[src/rtl/mem_arb_pkg.sv]
// Shared constants and types for the memory-port arbiter.
// No logic: compile-time definitions only.
// No flow control: consumed by mem_arbiter and mem_arb_stats.
package mem_arb_pkg;

    localparam logic [0:0] ST_IDLE = 1'b0;
    localparam logic [0:0] ST_BUSY = 1'b1;

    typedef enum logic {
        OWN_I = 1'b0,
        OWN_D = 1'b1
    } owner_e;

    // Byte-to-word address shift.
    localparam int WORD_OFF = 2;

endpackage

[src/rtl/mem_arb_stats.sv]
// Saturating grant and stall counters for the memory arbiter.
// Latency: counters update on the edge after the qualifying cycle.
// No backpressure: pure observers, each counter sticks at all-ones.
module mem_arb_stats (
    input  logic        clk,
    input  logic        rst,
    input  logic        i_grant,
    input  logic        d_grant,
    input  logic        i_wait,
    input  logic        d_wait,
    output logic [31:0] stat_i_grants,
    output logic [31:0] stat_d_grants,
    output logic [31:0] stat_stall
);

    function automatic logic [31:0] sat_add(input logic [31:0] a, input logic [1:0] inc);
        logic [32:0] s;
        s = {1'b0, a} + {31'b0, inc};
        return s[32] ? 32'hFFFF_FFFF : s[31:0];
    endfunction

    logic [1:0] stall_inc;
    assign stall_inc = {1'b0, i_wait} + {1'b0, d_wait};

    always_ff @(posedge clk or negedge rst) begin
        if (!rst) begin
            stat_i_grants <= '0;
            stat_d_grants <= '0;
            stat_stall    <= '0;
        end else begin
            stat_i_grants <= sat_add(stat_i_grants, {1'b0, i_grant});
            stat_d_grants <= sat_add(stat_d_grants, {1'b0, d_grant});
            stat_stall    <= sat_add(stat_stall, stall_inc);
        end
    end

endmodule

[src/rtl/mem_arbiter.sv]
// Round-robin share of one memory port between instruction fetch and data cache; ARB_STATS_EN adds counters.
// Latency: mem_req one cycle after the winning req; done/err combinational with the final mem_ready or timeout.
// Backpressure: each beat waits on mem_ready up to TIMEOUT cycles, then aborts with err.
module mem_arbiter
    import mem_arb_pkg::*;
#(
    parameter int BURST_LEN = 4,
    parameter int TIMEOUT   = 255
) (
    input  logic                         clk,
    input  logic                         rst,
    input  logic                         i_req,
    input  logic [31:0]                  i_addr,
    output logic [31:0]                  i_rdata,
    output logic                         i_rvalid,
    output logic                         i_done,
    output logic                         i_err,
    input  logic                         d_req,
    input  logic                         d_we,
    input  logic                         d_burst,
    input  logic [31:0]                  d_addr,
    input  logic [31:0]                  d_wdata,
    output logic [31:0]                  d_rdata,
    output logic                         d_rvalid,
    output logic [$clog2(BURST_LEN)-1:0] d_beat,
    output logic                         d_done,
    output logic                         d_err,
    output logic                         mem_req,
    output logic                         mem_we,
    output logic [31:0]                  mem_addr,
    output logic [31:0]                  mem_wdata,
    input  logic [31:0]                  mem_rdata,
    input  logic                         mem_ready,
    output logic                         busy,
    output logic                         owner,
    output logic [31:0]                  stat_i_grants,
    output logic [31:0]                  stat_d_grants,
    output logic [31:0]                  stat_stall
);

    localparam int BW = $clog2(BURST_LEN);

    logic [0:0]    state;
    owner_e        own_q;
    owner_e        last_grant;
    logic          we_q;
    logic          burst_q;
    logic [31:0]   base_q;
    logic [BW-1:0] beat;
    logic [7:0]    wait_cnt;

    logic          grant_any;
    owner_e        grant_sel;
    logic [31:0]   sel_addr;
    logic          sel_burst;
    logic [31:0]   sel_mask;
    logic          last_beat;
    logic          expire;
    logic          fin;

    assign busy      = (state == ST_BUSY);
    assign grant_any = !busy && (i_req || d_req);
    // On a tie the port that did not win last time goes next.
    assign grant_sel = (d_req && (!i_req || last_grant == OWN_I)) ? OWN_D : OWN_I;
    assign sel_addr  = (grant_sel == OWN_D) ? d_addr : i_addr;
    assign sel_burst = (grant_sel == OWN_D) && d_burst;
    assign sel_mask  = sel_burst ? 32'((BURST_LEN << WORD_OFF) - 1) : 32'((1 << WORD_OFF) - 1);

    assign last_beat = !burst_q || (beat == BW'(BURST_LEN - 1));
    assign expire    = !mem_ready && (wait_cnt == 8'(TIMEOUT - 1));
    assign fin       = busy && ((mem_ready && last_beat) || expire);

    assign mem_req   = busy;
    assign mem_we    = busy && we_q;
    // Base is line/word aligned, so OR-ing the beat offset never carries out of the line.
    assign mem_addr  = base_q | {{(32 - BW - WORD_OFF){1'b0}}, beat, {WORD_OFF{1'b0}}};
    assign mem_wdata = (busy && own_q == OWN_D) ? d_wdata : 32'h0;

    assign i_rdata   = mem_rdata;
    assign d_rdata   = mem_rdata;
    assign i_rvalid  = busy && (own_q == OWN_I) && mem_ready;
    assign d_rvalid  = busy && (own_q == OWN_D) && mem_ready;
    assign i_done    = fin && (own_q == OWN_I);
    assign d_done    = fin && (own_q == OWN_D);
    assign i_err     = busy && expire && (own_q == OWN_I);
    assign d_err     = busy && expire && (own_q == OWN_D);
    assign d_beat    = beat;
    assign owner     = own_q;

    always_ff @(posedge clk or negedge rst) begin
        if (!rst) begin
            state      <= ST_IDLE;
            own_q      <= OWN_I;
            last_grant <= OWN_D;
            we_q       <= 1'b0;
            burst_q    <= 1'b0;
            base_q     <= '0;
            beat       <= '0;
            wait_cnt   <= '0;
        end else if (!busy) begin
            if (grant_any) begin
                state      <= ST_BUSY;
                own_q      <= grant_sel;
                last_grant <= grant_sel;
                we_q       <= (grant_sel == OWN_D) && d_we;
                burst_q    <= sel_burst;
                base_q     <= sel_addr & ~sel_mask;
                beat       <= '0;
                wait_cnt   <= '0;
            end
        end else if (mem_ready) begin
            wait_cnt <= '0;
            if (last_beat) begin
                beat  <= '0;
                state <= ST_IDLE;
            end else begin
                beat <= beat + 1'b1;
            end
        end else if (expire) begin
            wait_cnt <= '0;
            beat     <= '0;
            state    <= ST_IDLE;
        end else begin
            wait_cnt <= wait_cnt + 8'd1;
        end
    end

`ifdef ARB_STATS_EN
    mem_arb_stats u_stats (
        .clk           (clk),
        .rst           (rst),
        .i_grant       (grant_any && grant_sel == OWN_I),
        .d_grant       (grant_any && grant_sel == OWN_D),
        .i_wait        (i_req && !(busy && own_q == OWN_I)),
        .d_wait        (d_req && !(busy && own_q == OWN_D)),
        .stat_i_grants (stat_i_grants),
        .stat_d_grants (stat_d_grants),
        .stat_stall    (stat_stall)
    );
`else
    assign stat_i_grants = '0;
    assign stat_d_grants = '0;
    assign stat_stall    = '0;
`endif

endmodule
[config.mk]
export PLATFORM = sky130hd
export DESIGN_NAME = mem_arbiter
export DESIGN_NICKNAME = d
export VERILOG_FILES = /design/src/rtl/mem_arb_pkg.sv /design/src/rtl/mem_arb_stats.sv /design/src/rtl/mem_arbiter.sv
export SDC_FILE = /design/constraint.sdc
export NUM_CORES = 1
export LEC_CHECK = 0
export CELL_PAD_IN_SITES_DETAIL_PLACEMENT = 1
export CELL_PAD_IN_SITES_GLOBAL_PLACEMENT = 1
export CORE_AREA = 2 2 145 147
export CTS_BUF_LIST = sky130_fd_sc_hd__clkbuf_8
export DETAILED_ROUTE_END_ITERATION = 8
export DIE_AREA = 0 0 147 149
export PLACE_DENSITY = 0.8
export SYNTH_ARGS = -nofsm -noshare
export SYNTH_HDL_FRONTEND = slang
export SYNTH_SLANG_ARGS = --single-unit
export TNS_END_PERCENT = 10
[constraint.sdc]
create_clock -name clk -period 4.5 [get_ports clk]
set_clock_uncertainty 0.05 [all_clocks]
set_input_delay 0.9 -clock clk [delete_from_list [all_inputs] [get_ports clk]]
set_output_delay 0.9 -clock clk [all_outputs]
set_load 0.01 [all_outputs]
==> summary.md, run 1 <==
| Metric | Value |
|---|---|
| Status | completed |
| RSZ-0062 raised after global routing | false |
| Yosys warning count | 0 |
| GRT Total Usage | 9.54% |
| FF/Latch Area | 1130 µm² |
| Final setup vio count | 0 |
| Critical path launch point type | input pin |
| Post-CTS Repair Setup Buffers | 0 |
| Cell leakage power | 0.00226 µW |
| Clock Pin Slew Worst Setup and Hold Paths | 100 ps |
| CTS Buffer Depth | 2 |
| Area growth from synthesis to layout | 26.6% |
| Main synth FF type | dfrtp_1 |
| IO Count | 371 |
| Die Y | 149 µm |
| Top cells by area, synth | buf_4, dfrtp_1, mux2i_1, and3_1, nand2_1 |
| Port Buffers | 172 |
| Net Switching | 855 µW |
| Layout cells sized above 1 | 3.40% |
| R2R Setup Slk | 2090 ps |
| # DRC | 0 |
| Routed WL per cell | 13.7 µm |
| CP delay by family, top | buffers and inverters |
| Worst-margin pin slew | 1030 ps |
| Reg2reg path depth | 4 |
| Hold WC Path Type | flip-flop to flip-flop |
| Pwr per Cell Area | 447 nW/µm² |
| Post-synthesis sequential area ratio | 28.8% |
| EDFF count, synth | 0 |
| Most numerous cell in the Yosys netlist | buf_4 |
| CP Capture Point | i_done |
| Final-report max-slew violation count | 0 |
| Buf/Inv on CP | 2 |
| Skew-Pair Late Insertion Delay | 310 ps |
| Cts hold-fix bufs | 0 |
| Largest net degree at the start of global routing | 64 |
| Ys async rst share | 100% |
| Max-Cap Viols | 0 |
| Wirelength, routed | 11000 µm |
| CTS root buffer | clkbuf_8 |
| Synth area leader | buf_4 |
| Synth top cells by count | buf_4, dfrtp_1, nand2_1 |
| Worst vdd ir | 0.160 mV |
| CP peak stage delay | 570 ps |
| Setup tns final | 0 ps |
| Die width | 147 µm |
| Gates resized, CTS repair | 0 |
| Reg power frac | 32.8% |
| Mapped Avg Cell Area | 8.54 µm² |
| Placed Area | 4850 µm² |
| Vias per inst | 3.65 |
| Clock sink count | 45 |
| H-tree depth | 2 |
| Mapped Area | 3920 µm² |
| CP max stage cell | clkdlybuf4s50_1 |
| Initial antenna violation count | 0 |
| Pint | 1360 µW |
| Worst EP arrival | 2600 ps |
| Synth Instances | 459 |
| Layout Nets | 667 |
| Fillers | 2455 |
| F_max | 0.282 GHz |
| Initial core utilization | 19.1% |
| Final hold violation count | 0 |
| Worst r2r dst | base_q[28] |
| Vias | 2943 |
| CTS Buf Count | 5 |
| Sw frac | 38.6% |
| DIE AREA | 21900 µm² |
| CP Capture Type | output pin |
| Worst Path Max Fanout | 7 |
| Netlist cell types | 41 |
| Hpwl dp | 8830 µm |
| RD Place Congestion | 0.765 |
| Power share of the clock group | 14.7% |
| CTS tree | done |
| Design area | 4960 µm² |
| Core area | 20600 µm² |
| Minimum clock period | 3550 ps |
| Final clock period utilization by the worst path | 78.9% |
| Reg2Reg Launch Point | busy |
| TritonRoute pass-1 iters | 4 |
| Iter 0 DRT Violations | 50 |
| Share of the synthesized area in the top cell type | 36.6% |
| Vias in the first global route | 2838 |
| Req. time, crit path | 3550 ps |
| Post-route ant nets | 0 |
| First-pass GRT wire length | 16000 µm |
| Multi-input gate area | 1610 µm² |
| Crit path kind | input pin to output pin |
| GRT overflow | 0 |
| Num rows | 53 |
| Slew headroom | 31.5% |
| Synthesis-stage register bit count | 45 |
| Worst Setup SP | mem_ready |
| Total number of cells along the worst setup path | 5 |
| Comb power frac | 52.5% |
| Worst-path cell chain | clkdlybuf4s50_1, and4b_1, a22oi_1, nor2_1, clkdlybuf4s50_1 |
| Most common cell on crit path | clkdlybuf4s50_1 |
layer usage:
metal  GRT usage (%)  part of all wire, %  vias up
met5               0                    0        -
met4            4.28                  3.1        0
met3            3.03                   11       31
met2            18.0                   51      201
met1            9.66                   35     1338
li1                -                    -     1373
how the worst min path moves through the flow:
| stage | end | start | depth (start not counted) | slack, ps |
|---|---|---|---|---|
| 2_1_floorplan | base_q[3] | base_q[3] | 2 | 390 |
| 3_3_place_gp | base_q[30] | base_q[30] | 2 | 410 |
| 3_5_place_dp | base_q[28] | base_q[28] | 2 | 420 |
| 4_1_cts | base_q[28] | base_q[28] | 2 | 450 |
| 5_1_grt | base_q[30] | base_q[30] | 2 | 470 |
| 6_report | base_q[17] | base_q[17] | 2 | 440 |
power groups by stage:
| stage | combinational (µW) | sequential (µW) | clock (µW) |
|---|---|---|---|
| floorplan | 866 | 661 | 0 |
| global placement | 1160 | 726 | 0 |
| detailed placement | 1180 | 743 | 0 |
| CTS | 1190 | 733 | 353 |
| global route | 1270 | 768 | 367 |
| finish | 1160 | 727 | 325 |
area by class of cell:
class | count | share of cell area [%]
Timing Repair Buffer | 175 | 35.3
Multi-Input combinational cell | 298 | 32.5
Sequential cell | 45 | 22.7
Tap cell | 275 | 6.93
Clock buffer | 5 | 1.39
Clock inverter | 3 | 0.782
Inverter | 4 | 0.303
Antenna cell | 1 | 0.0504
kinds of logic after synthesis:
group,count (synthesis),synth area share (%)
AO/OA/AOI/OAI,62,9.39
adder cells (fa/ha/maj),3,0.958
buffers and inverters,213,39.5
flip-flops,45,28.8
multiplexers,28,7.15
other,1,0.0957
AND/OR/NAND/NOR,107,14.1
flip-flops by register name (all words and copies together) (netlist names):
signal / count
owner: 1
base_q: 30
busy: 1
wait_cnt: 8
burst_q: 1
we_q: 1
last_grant: 1
d_beat: 2
cells in the final DEF, fill, tap and decap left out, drive strengths merged, types with 2 or more instances in the layout:
| cell type | instances |
|---|---|
| nand2b | 3 |
| a31oi | 3 |
| inv | 5 |
| nand2 | 41 |
| mux2i | 28 |
| a21oi | 8 |
| a21o | 3 |
| o21ai | 39 |
| nor2 | 11 |
| buf | 4 |
| clkbuf | 5 |
| or2 | 2 |
| and3 | 33 |
| a22o | 2 |
| clkdlybuf4s50 | 171 |
| conb | 98 |
| dfrtp | 44 |
| or3 | 3 |
| nand3 | 3 |
| ha | 3 |
| nand4 | 2 |
| and3b | 2 |
per-stage QoR:
| step | power, µW | util (%) | hold slack, ps | std cells | setup WS (ps) |
|---|---|---|---|---|---|
| detailed placement | 1930 | 23.6 | 424 | 797 | 954 |
| finish | 2220 | 24.1 | 440 | 806 | 950 |
| CTS | 2270 | 24.1 | 449 | 805 | 953 |
| global placement | 1880 | 23.6 | 410 | 797 | 965 |
| floorplan | 1530 | - | 394 | 556 | 2080 |
| global route | 2410 | 24.1 | 473 | 805 | 851 |
worst register-to-register path, stage by stage, from the launching register on:
cell and delay, ps:
dfrtp_1 1030, inv_1 300, o21ai_4 120, buf_4 550
o21ai_0 220
No activity file was read; power rests on OpenSTA's default activity.
==> inputs of run 2 (changes only) <==
--- a/config.mk
+++ b/config.mk
@@ -7,11 +7,12 @@
 export LEC_CHECK = 0
 export CELL_PAD_IN_SITES_DETAIL_PLACEMENT = 1
 export CELL_PAD_IN_SITES_GLOBAL_PLACEMENT = 1
-export CORE_AREA = 2 2 145 147
+export CORE_ASPECT_RATIO = 0.8
+export CORE_MARGIN = 1
+export CORE_UTILIZATION = 20
 export CTS_BUF_LIST = sky130_fd_sc_hd__clkbuf_8
 export DETAILED_ROUTE_END_ITERATION = 8
-export DIE_AREA = 0 0 147 149
-export PLACE_DENSITY = 0.8
+export PLACE_DENSITY = 0.82
 export SYNTH_ARGS = -nofsm -noshare
 export SYNTH_HDL_FRONTEND = slang
 export SYNTH_SLANG_ARGS = --single-unit
==> constraint.sdc (replaced) <==
create_clock -name clk -period 3.4 [get_ports clk]
set_clock_uncertainty 0.05 [all_clocks]
set_input_delay 0.68 -clock clk [delete_from_list [all_inputs] [get_ports clk]]
set_output_delay 0.68 -clock clk [all_outputs]
set_load 0.01 [all_outputs]
==> run 2 against run 1 <==
Effect of this change:
- clock power grew 31%
- sequential share of layout area barely moved
- die area down 8.0%
- global-route usage increased by 0.83 points
- setup slack lost 690 ps
- via count fell by 0.20%
- clock-buffer cell count unchanged
- utilization grew 1.9 points
- final area is 0.20% higher
- total power is 34% higher
- cell count shrank 1.7%
- largest cell class unchanged
- largest power group unchanged
==> summary.md, run 2 (synthesis gave the netlist of run 1 again) <==
| Metric | Value |
|---|---|
| Core area | 19100 µm² (was 20600 µm²) |
| Num rows | 45 (was 53) |
| Met2 wire len | 5240 µm (was 5640 µm) |
| Gates resized, CTS repair | 0 (unchanged) |
| Setup tns final | 0 ps (unchanged) |
| Top Metal Used | met4 (unchanged) |
| Comb power frac | 53.0% (was 52.5%) |
| Reg2Reg Launch Point | busy (unchanged) |
| Max-Cap Viols | 0 (unchanged) |
| Worst r2r dst | wait_cnt[7] (was base_q[28]) |
| Final-report max-slew violation count | 0 (unchanged) |
| Hpwl dp | 9050 µm (was 8830 µm) |
| Met1 wire length | 4500 µm (was 3900 µm) |
| Fillers | 2244 (was 2455) |
| Initial core utilization | 20.5% (was 19.1%) |
| F_max | 0.319 GHz |
| Pint | 1820 µW (was 1360 µW) |
| First-pass GRT wire length | 15800 µm (was 16000 µm) |
| Final clock period utilization by the worst path | 92.2% |
| Worst EP arrival | 2410 ps (was 2600 ps) |
| Post-route ant nets | 0 (unchanged) |
| Hold WC Path Type | input pin to asynchronous set/reset pin (was flip-flop to flip-flop) |
| GRT Total Usage | 10.4% (was 9.54%) |
| Reg2reg path depth | 5 (was 4) |
| Final hold violation count | 0 (unchanged) |
| Clock Pin Slew Worst Setup and Hold Paths | 100 ps (about the same) |
| Cts hold-fix bufs | 0 (unchanged) |
| Vias per inst | 3.71 (was 3.65) |
| Most flop-heavy register | base_q (unchanged) |
| Minimum clock period | 3140 ps |
| Req. time, crit path | 2670 ps (was 3550 ps) |
| CTS root buffer | clkbuf_8 (unchanged) |
| H-tree depth | 2 (unchanged) |
| # DRC | 0 (unchanged) |
| Sw frac | 38.4% (was 38.6%) |
| Worst-margin pin slew | 942 ps (was 1030 ps) |
| Vias in the first global route | 2906 (was 2838) |
| Most frequent cells in the layout | clkdlybuf4s50_1, conb_1, dfrtp_1 (unchanged) |
| Die Y | 127 µm (was 149 µm) |
| Most common cell after layout, fill and taps aside | clkdlybuf4s50_1 (unchanged) |
| Initial antenna violation count | 0 (unchanged) |
| Wirelength, routed | 11300 µm (was 11000 µm) |
| Net Switching | 1140 µW (was 855 µW) |
| Die width | 159 µm (was 147 µm) |
| DIE AREA | 20200 µm² (was 21900 µm²) |
| Vias | 2937 (was 2943) |
| RSZ-0062 raised after global routing | false (unchanged) |
| GRT overflow | 0 (unchanged) |
| Power after layout | 2960 µW (was 2220 µW) |
| CTS Buffer Depth | 2 (unchanged) |
| R2R Setup Slk | 1290 ps (was 2090 ps) |
| Clock sink count | 45 (unchanged) |
| CTS Buf Count | 5 (unchanged) |
| Worst vdd ir | 0.224 mV (was 0.160 mV) |
| Status | completed (unchanged) |
| Crit path kind | input pin to output pin (unchanged) |
| Largest register FFs | 30 (unchanged) |
| Iter 0 DRT Violations | 74 (was 50) |
| Power share of the clock group | 14.4% (was 14.7%) |
| Slew headroom | 37.2% (was 31.5%) |
| IO Count | 371 (unchanged) |
| Largest net degree at the start of global routing | 39 (was 64) |
| Layout cells sized above 1 | 4.12% (was 3.40%) |
| Routed WL per cell | 14.2 µm (was 13.7 µm) |
| Pwr per Cell Area | 595 nW/µm² (was 447 nW/µm²) |
| Final setup vio count | 0 (unchanged) |
| Diode count | 0 (was 1) |
| Post-CTS Repair Setup Buffers | 0 (unchanged) |
| Layout Nets | 671 (was 667) |
| RD Place Congestion | 0.767 (was 0.765) |
| Final Util | 26.1% (was 24.1%) |
| Worst Setup SP | mem_ready (unchanged) |
| Skew-Pair Late Insertion Delay | 310 ps (about the same) |
| Cell leakage power | 0.00228 µW (was 0.00226 µW) |
| Port Buffers | 172 (unchanged) |
| Area growth from synthesis to layout | 26.9% (was 26.6%) |
| Worst Path Max Fanout | 7 (unchanged) |
| CP Capture Type | output pin (unchanged) |
| TritonRoute pass-1 iters | 4 (unchanged) |
| CP Capture Point | d_done (was i_done) |
| CTS tree | done (unchanged) |
| Met3 wire length | 1390 µm (was 1160 µm) |
| Critical path launch point type | input pin (unchanged) |
| Reg power frac | 32.6% (was 32.8%) |
run 2: cell count changes in the layout (fill, tap and decap cells not counted):
| cell | delta |
|---|---|
| diode_2 | -1 |
| buf_4 | +4 |
| clkinv_4 | +1 |
| clkinv_2 | -1 |
run 2: worst max-delay path, stage by stage:
cell	delay [ps]
clkdlybuf4s50_1	560
and4b_1	250
a22oi_1	320
nor2_1	100
clkdlybuf4s50_1	490
run 2: worst min-delay path by stage:
| stage | startpoint | end | slack [ps] | cells after the start |
|---|---|---|---|---|
| 2_1_floorplan | rst | base_q[10] | 330 | 0 |
| 3_3_place_gp | base_q[4] | base_q[4] | 410 | 2 |
| 3_5_place_dp | base_q[30] | base_q[30] | 430 | 2 |
| 4_1_cts | rst | base_q[17] | 280 | 1 |
| 5_1_grt | rst | base_q[17] | 300 | 1 |
| 6_report | rst | base_q[17] | 270 | 1 |
run 2: cell type report:
type / count / area [µm²] / share of cell area (%)
flip-flops and latches: 45 / 1130 / 22.7
well taps: 258 / 323 / 6.49
inverters: 4 / 15.0 / 0.302
clock buffers: 5 / 68.8 / 1.38
repair buffers: 179 / 1780 / 35.8
multi-input cells: 298 / 1610 / 32.5
clock inverters: 3 / 42.5 / 0.856
run 2: power by group through the flow:
| stage | logic [µW] | registers, µW | clock network, µW |
|---|---|---|---|
| CTS | 1610 | 972 | 456 |
| floorplan | 1150 | 875 | 0 |
| detailed placement | 1600 | 982 | 0 |
| global route | 1720 | 1010 | 473 |
| global placement | 1560 | 973 | 0 |
| finish | 1570 | 965 | 427 |
run 2: metrics by stage:
stage,instance area [µm²],hold WS [ps],worst slack (ps),std cells
5_1_grt,4970,298,136,792
3_5_place_dp,4860,428,249,784
6_report,4970,273,265,792
3_3_place_gp,4860,414,263,784
4_1_cts,4970,285,240,792
2_1_floorplan,4280,334,1420,556
run 2: per-layer routing:
metal / vias up / track usage, %
met3: 14 / 5.36
li1: 1378 / -
met1: 1362 / 11.6
met2: 183 / 17.3
met4: 0 / 2.60
met5: - / 0
==> inputs of run 3 (changes only) <==
--- a/config.mk
+++ b/config.mk
@@ -5,6 +5,7 @@
 export SDC_FILE = /design/constraint.sdc
 export NUM_CORES = 1
 export LEC_CHECK = 0
+export CAP_MARGIN = 20
 export CELL_PAD_IN_SITES_DETAIL_PLACEMENT = 1
 export CELL_PAD_IN_SITES_GLOBAL_PLACEMENT = 1
 export CORE_ASPECT_RATIO = 0.8
@@ -12,7 +13,7 @@
 export CORE_UTILIZATION = 20
 export CTS_BUF_LIST = sky130_fd_sc_hd__clkbuf_8
 export DETAILED_ROUTE_END_ITERATION = 8
-export PLACE_DENSITY = 0.82
+export PLACE_DENSITY = 0.81
 export SYNTH_ARGS = -nofsm -noshare
 export SYNTH_HDL_FRONTEND = slang
 export SYNTH_SLANG_ARGS = --single-unit
==> run 3 against run 2 <==
Effect of this change:
- die area stayed put
- sequential power shrank 1%
- cell count shrank 0.13%
- clock-buffer cell count unchanged
- wire length is 2.6% lower
- non-clock buffer count shrank 1
- largest power group unchanged
- largest cell class unchanged
- worst hold slack better by 35 ps
- sequential share of layout area up 0.074 points
- critical path depth unchanged
- combinational power hardly changed
==> summary.md, run 3 (synthesis gave the netlist of run 1 again) <==
| Metric | Value |
|---|---|
| Status | completed (unchanged) |
| Die Y | 127 µm (unchanged) |
| Worst vdd ir | 0.188 mV (was 0.224 mV) |
| Die width | 159 µm (unchanged) |
| Most common cell after layout, fill and taps aside | clkdlybuf4s50_1 (unchanged) |
| Hpwl dp | 8800 µm (was 9050 µm) |
| Gates resized, CTS repair | 0 (unchanged) |
| Req. time, crit path | 2670 ps (about the same) |
| Vias | 2944 (was 2937) |
| Setup tns final | 0 ps (unchanged) |
| GRT Total Usage | 10.3% (was 10.4%) |
| TritonRoute pass-1 iters | 4 (unchanged) |
| F_max | 0.334 GHz (was 0.319 GHz) |
| Most Used Layer, Global Route | met2 (unchanged) |
| Diode count | 0 (unchanged) |
| Clock sink count | 45 (unchanged) |
| Skew-Pair Late Insertion Delay | 300 ps (was 310 ps) |
| Vias in the first global route | 2839 (was 2906) |
| Placed cell count | 783 (was 784) |
| IO Count | 371 (unchanged) |
| RD Place Congestion | 0.755 (was 0.767) |
| # DRC | 0 (unchanged) |
| Most frequent cells in the layout | clkdlybuf4s50_1, conb_1, dfrtp_1 (unchanged) |
| Worst EP arrival | 2260 ps (was 2410 ps) |
| Hold WC Path Type | input pin to asynchronous set/reset pin (unchanged) |
| Final clock period utilization by the worst path | 88.1% (was 92.2%) |
| Met1 Use GR | 11.7% (was 11.6%) |
| Slew headroom | 36.8% (was 37.2%) |
| Worst-margin pin slew | 949 ps (was 942 ps) |
| CTS root buffer | clkbuf_8 (unchanged) |
| Post-route ant nets | 0 (unchanged) |
| Max-Cap Viols | 0 (unchanged) |
| Layout Nets | 670 (was 671) |
| Core area | 19100 µm² (unchanged) |
| CTS Buf Count | 5 (unchanged) |
| Cell leakage power | 0.00226 µW (was 0.00228 µW) |
| Final hold violation count | 0 (unchanged) |
| Layout cells sized above 1 | 4.13% (was 4.12%) |
| Routed WL per cell | 13.9 µm (was 14.2 µm) |
| Most common cell on crit path | clkdlybuf4s50_1 (unchanged) |
| Power after layout | 2880 µW (was 2960 µW) |
| CP max stage cell | clkdlybuf4s50_1 (unchanged) |
| Final Util | 26.0% (was 26.1%) |
| Worst-path cell chain | clkdlybuf4s50_1, and4b_1, a22oi_1, nor2_1, clkdlybuf4s50_1 (unchanged) |
| First-pass GRT wire length | 15900 µm (was 15800 µm) |
| Wirelength, routed | 11000 µm (was 11300 µm) |
| Num rows | 45 (unchanged) |
| Initial antenna violation count | 0 (unchanged) |
| Area growth from synthesis to layout | 26.5% (was 26.9%) |
| Largest net degree at the start of global routing | 64 (was 39) |
| Vias per inst | 3.72 (was 3.71) |
| Port Buffers | 172 (unchanged) |
| CP delay by family, top | buffers and inverters (unchanged) |
| Largest register FFs | 30 (unchanged) |
| Non-filler cells, final | 791 (was 792) |
| Met3 Resource Use GR | 4.95% (was 5.36%) |
| Final setup vio count | 0 (unchanged) |
| Cts hold-fix bufs | 0 (unchanged) |
| Iter 0 DRT Violations | 43 (was 74) |
| Placed Area | 4870 µm² (was 4860 µm²) |
| R2R Setup Slk | 1500 ps (was 1290 ps) |
| Pwr per Cell Area | 582 nW/µm² (was 595 nW/µm²) |
| Crit path kind | input pin to output pin (unchanged) |
| Most flop-heavy register | base_q (unchanged) |
| CP peak stage delay | 490 ps (was 560 ps) |
| CTS tree | done (unchanged) |
| DIE AREA | 20200 µm² (unchanged) |
| Design area | 4960 µm² (was 4970 µm²) |
| CTS Buffer Depth | 2 (unchanged) |
| Minimum clock period | 2990 ps (was 3140 ps) |
| RSZ-0062 raised after global routing | false (unchanged) |
| Post-CTS Repair Setup Buffers | 0 (unchanged) |
| Worst Path Max Fanout | 3 (was 7) |
| CP Capture Type | output pin (unchanged) |
| Initial core utilization | 20.5% (unchanged) |
| Met2 Use GR | 17.2% (was 17.3%) |
| Clock Pin Slew Worst Setup and Hold Paths | 90 ps (was 100 ps) |
| GRT overflow | 0 (unchanged) |
| Final-report max-slew violation count | 0 (unchanged) |
| Buf/Inv on CP | 2 (unchanged) |
| Critical path launch point type | input pin (unchanged) |
| H-tree depth | 2 (unchanged) |
## run 3: per-layer routing
layer / vias to the layer above / routed length, µm / part of all wire (%)
met5: - / 0 / 0
met4: 0 / 160 / 1.5
met3: 19 / 1410 / 13
met2: 189 / 5000 / 46
met1: 1357 / 4390 / 40
li1: 1379 / - / -
## run 3: path summary, 6_finish.rpt
kind	cells past startpoint	endpoint	startpoint
max in group asynchronous	2	base_q[8]	rst
hold reg to reg	2	base_q[11]	base_q[11]
setup reg to reg	4	base_q[4]	busy
hold / removal	1	base_q[20]	rst
setup / recovery	5	i_done	mem_ready
min in group clk	2	base_q[11]	base_q[11]
## run 3: area by class of cell
cell class,instances,area [µm²]
Sequential cell,45,1130
Tap cell,258,323
Multi-Input combinational cell,298,1610
Clock buffer,5,68.8
Clock inverter,3,21.3
Timing Repair Buffer,178,1790
Inverter,4,15.0
Fill cell,2245,14100
## run 3: metrics by stage
| step | setup slack, ps | hold WS, ps |
|---|---|---|
| 2_1_floorplan | 1420 | 334 |
| 6_report | 405 | 308 |
| 5_1_grt | 257 | 338 |
| 4_1_cts | 392 | 309 |
| 3_3_place_gp | 408 | 418 |
| 3_5_place_dp | 390 | 428 |
## run 3: power breakdown
part | internal, µW | total (µW) | switching (µW)
combinational | 861 | 1580 | 718
clock | 146 | 353 | 207
sequential | 747 | 951 | 204
total | 1750 | 2880 | 1130
==> patch 1, RTL diff (flow settings as in run 3) <==
Put a register stage on the output `d_err`, cleared by the reset. The value now appears one clock later. The other outputs are not delayed to match.
--- a/src/rtl/mem_arbiter.sv
+++ b/src/rtl/mem_arbiter.sv
@@ -84,5 +84,11 @@
     assign d_done    = fin && (own_q == OWN_D);
     assign i_err     = busy && expire && (own_q == OWN_I);
-    assign d_err     = busy && expire && (own_q == OWN_D);
+    always_ff @(posedge clk or negedge rst) begin
+        if (!rst) begin
+            d_err <= '0;
+        end else begin
+            d_err <= busy && expire && (own_q == OWN_D);
+        end
+    end
     assign d_beat    = beat;
     assign owner     = own_q;
Behaviour: no difference found for any inputs over 10 cycles, from zero or initial values and one cycle with rst low; that may be too few to reach the edited logic, so the function may still have changed.
==> patch 1 against run 3 <==
Cell count shrank 0.13%; worst setup slack worse by 150 ps; core utilization hardly changed; register-to-register slack lost 30 ps; area after synthesis rose by 0.64%; sequential cell count grew 1; routed wire length is 3.7% higher; clock power is 2% higher; cell area grew 0.13%; maximum frequency down 4.7%; power is 0.80% higher; critical path type unchanged; largest power group unchanged.
==> patch 1: results (changes against run 3) <==
| Metric | Value |
|---|---|
| Synth area leaders | `buf_4 (36%), dfrtp_1 (29%), mux2i_1 (7.1%)` |
| Power share of the sequential group | `32.3% (-0.7 points)` |
| Fillers | `2309 (+2.9%)` |
| Fraction of area in multi-input gates | `32.5% (-0.041 points)` |
| Max incr delay on CP | `590 ps (+100 ps)` |
| M3 GR Usage | `4.29% (-0.67 points)` |
| Placed cell area | `0.00488 sq mm (+0.21%)` |
| Met2 Wirelength | `5.39 mm (+7.8%)` |
| Worst-case reg-to-reg path depth | `5 (+1)` |
| GR Util met1 | `12.3% (+0.62 points)` |
| Die X | `159 um (+0.32%)` |
| Worst min-delay path class | `flop to flop` |
| Post-DR wirelength/cell | `14.4 um (+3.8%)` |
| GP Congestion | `0.756 (+0.23%)` |
| Clock network area share | `1.74% (-0.078 points)` |
| Worst vdd ir | `0.000172 V (-8.8%)` |
| Top post-synthesis cells by count | `buf_4 (191), dfrtp_1 (45), nand2_1 (41), and3_1 (33), mux2i_1 (28)` |
| Gr usage total | `10.5% (+0.20 points)` |
| Data arrival, critical path | `2410 ps (+150 ps)` |
| Slew HR | `37.5% (+0.74 points)` |
| Register area | `0.00115 sq mm (+2.2%)` |
| Worst R2R Setup Slack | `1470 ps (-30 ps)` |
| Vias in the first global route | `2790 (-1.7%)` |
| Worst-path maximum fanout | `7 (+4)` |
| Pin count of the biggest net entering global routing | `52 (-19%)` |
| Status | `complete, no violations` |
| Vias per cell | `3.74 (+0.53%)` |
| Share of layout cells above drive strength 1 | `3.57% (-0.56 points)` |
| P_leak | `2.27 nW (+0.41%)` |
| Clock power frac | `12.4% (+0.2 points)` |
| Met1 wire length | `4.62 mm (+5.3%)` |
## patch 1: changes by cell type after synthesis, sizes merged
cell	delta
dfrtp	+1
## patch 1: cell families (layout without fill, tap and decap cells)
group	after synthesis	after routing	synth area share [%]
flip-flops	46	46	29.2
AND/OR/NAND/NOR	107	107	14.0
adder cells (fa/ha/maj)	3	3	0.952
multiplexers	28	28	7.11
buffers and inverters	213	188	39.3
other	1	98	0.0951
AO/OA/AOI/OAI	62	62	9.33
## patch 1: worst paths after layout
path / endpoint / start
max reg2reg: base_q[27] / busy
min: base_q[3] / base_q[3]
max: i_done / mem_ready
min in group asynchronous: base_q[2] / rst
max in group asynchronous: base_q[8] / rst
min reg2reg: base_q[3] / base_q[3]
## patch 1: metrics by stage
stage	setup WS (ps)	total power, mW	utilization (%)	hold WS, ps	cells
finish	258	2.91	25.9	433	790
global route	177	3.13	25.9	462	790
CTS	248	2.97	25.9	439	790
detailed placement	254	2.59	25.5	414	782
global placement	269	2.54	25.5	404	782
floorplan	1420	2.03	-	334	557
==> patch 2, RTL diff (settings of run 3) <==
Without the edit above. Set the parameter `BURST_LEN` to 8 (it was 4).
--- a/src/rtl/mem_arbiter.sv
+++ b/src/rtl/mem_arbiter.sv
@@ -5,5 +5,5 @@
     import mem_arb_pkg::*;
 #(
-    parameter int BURST_LEN = 4,
+    parameter int BURST_LEN = 8,
     parameter int TIMEOUT   = 255
 ) (
Ports: changed (resized d_beat); port bits go from 371 to 372. No check against the original RTL was run, so the function may have changed too.
==> patch 2 against run 3 <==
Power grew 0.72%; largest power group unchanged; highest routed layer unchanged; routed wire length shrank 2.5%; worst setup slack lost 280 ps; core utilization grew 0.11 points; sequential cell count grew 1; die area grew 1.0%; cell area grew 1.0%; area after synthesis grew 1.0%; sequential power is essentially flat; critical endpoint is now d_done; synthesized cell count shrank 0.65%; via count shrank 0.58%.
==> patch 2: results (changes against run 3) <==
| Metric | Value |
|---|---|
| Non-clock buffering overhead | `35.6% (-0.41 points)` |
| Register area | `0.00115 sq mm (+2.2%)` |
| Status | `complete, no violations` |
| Nets | `670 (unchanged)` |
| Met2 Wirelength | `4.96 mm (-0.76%)` |
| Post-DR wirelength/cell | `13.5 um (-2.3%)` |
| Power Total | `2.90 mW (+0.72%)` |
| Global-route wire length before repair | `16.1 mm (+1.5%)` |
| #MultiIn Comb | `296 (-0.67%)` |
| Post-Place Cells | `782 (-0.13%)` |
| Inverters, non-clock | `3 (-1)` |
| CTS sink cnt | `46 (+2.2%)` |
| Fillers | `2272 (+1.2%)` |
| Data arrival, critical path | `2540 ps (+280 ps)` |
| M3 GR Usage | `4.37% (-0.58 points)` |
| Register area share after synthesis | `29.1% (+0.34 points)` |
| Non-clk bufs | `179 (+0.56%)` |
| Gr usage total | `10.1% (-0.25 points)` |
| Met3 wire len | `1.05 mm (-26%)` |
| GR Util met1 | `12.1% (+0.44 points)` |
| Reg2reg end | `base_q[26]` |
| Net switching power | `1.12 mW (-0.48%)` |
| Top post-synthesis cells by count | `buf_4 (190), dfrtp_1 (45), nand2_1 (38), o21ai_1 (37), and3_1 (33)` |
| Clock network area share | `1.72% (-0.093 points)` |
| Multi-input logic area | `0.00165 sq mm (+2.2%)` |
| Worst setup path end | `d_done` |
| Power share of the sequential group | `32.6% (-0.4 points)` |
| Worst vdd ir | `0.000142 V (-24%)` |
| Mapped Cells | `456 (-0.65%)` |
| P_leak | `2.43 nW (+7.3%)` |
| DP Wirelength | `8.52 mm (-3.2%)` |
| Port Buf Inserts | `173 (+0.58%)` |
| Hold WS | `291 ps (-17.2 ps)` |
| Slew HR | `52.3% (+16 points)` |
| Setup WS pre-CTS | `132 ps (-258 ps)` |
| Vias in the first global route | `2903 (+2.3%)` |
| Worst skew pair latency | `320 ps (+20 ps)` |
| Share of layout cells above drive strength 1 | `5.45% (+1.3 points)` |
| Met1 wire length | `4.52 mm (+2.9%)` |
| Synth area leaders | `buf_4 (36%), dfrtp_1 (28%), mux2i_1 (6.8%)` |
| PwrDens | `580 mW/mm^2 (-0.29%)` |
| CTS clock-pin slew for the worst setup and hold paths | `90 ps (about the same)` |
| Period utilization | `96.2% (+8.1 points)` |
| Post-synth cell types | `39 (-4.9%)` |
| Vias per cell | `3.71 (-0.45%)` |
| 1st-iter DRT viols | `70 (+63%)` |
| GP Congestion | `0.739 (-2.0%)` |
| Worst R2R Setup Slack | `1490 ps` |
[patch 2: cell types whose count changed in the layout (fill, tap and decap cells not counted), moves of 2 or more]
cell     before  now
o21ai_0      13    0
o21ai_1      24   37
nor3_1        0    5
nor3b_1       0    4
a21o_1        3    6
nand2_1      41   38
nor2_1       11    8
a22o_1        2    4
and3b_1       2    0
nand4_1       2    0
or3_1         3    1
[patch 2: critical path: stages]
cell	delay, ps
clkdlybuf4s50_1	420
nand4b_2	280
or2_4	280
a21boi_4	150
nor2_1	150
clkdlybuf4s50_1	580
[patch 2: cell families (layout without fill, tap and decap cells)]
group | after synthesis | in the layout | synth area share (%)
buf+inv | 211 | 190 | 38.6
simple gates | 105 | 105 | 14.3
compound gates | 62 | 62 | 9.73
flops | 46 | 46 | 29.1
mux | 27 | 27 | 6.83
fa+ha+maj | 4 | 4 | 1.26
other cells | 1 | 98 | 0.0947
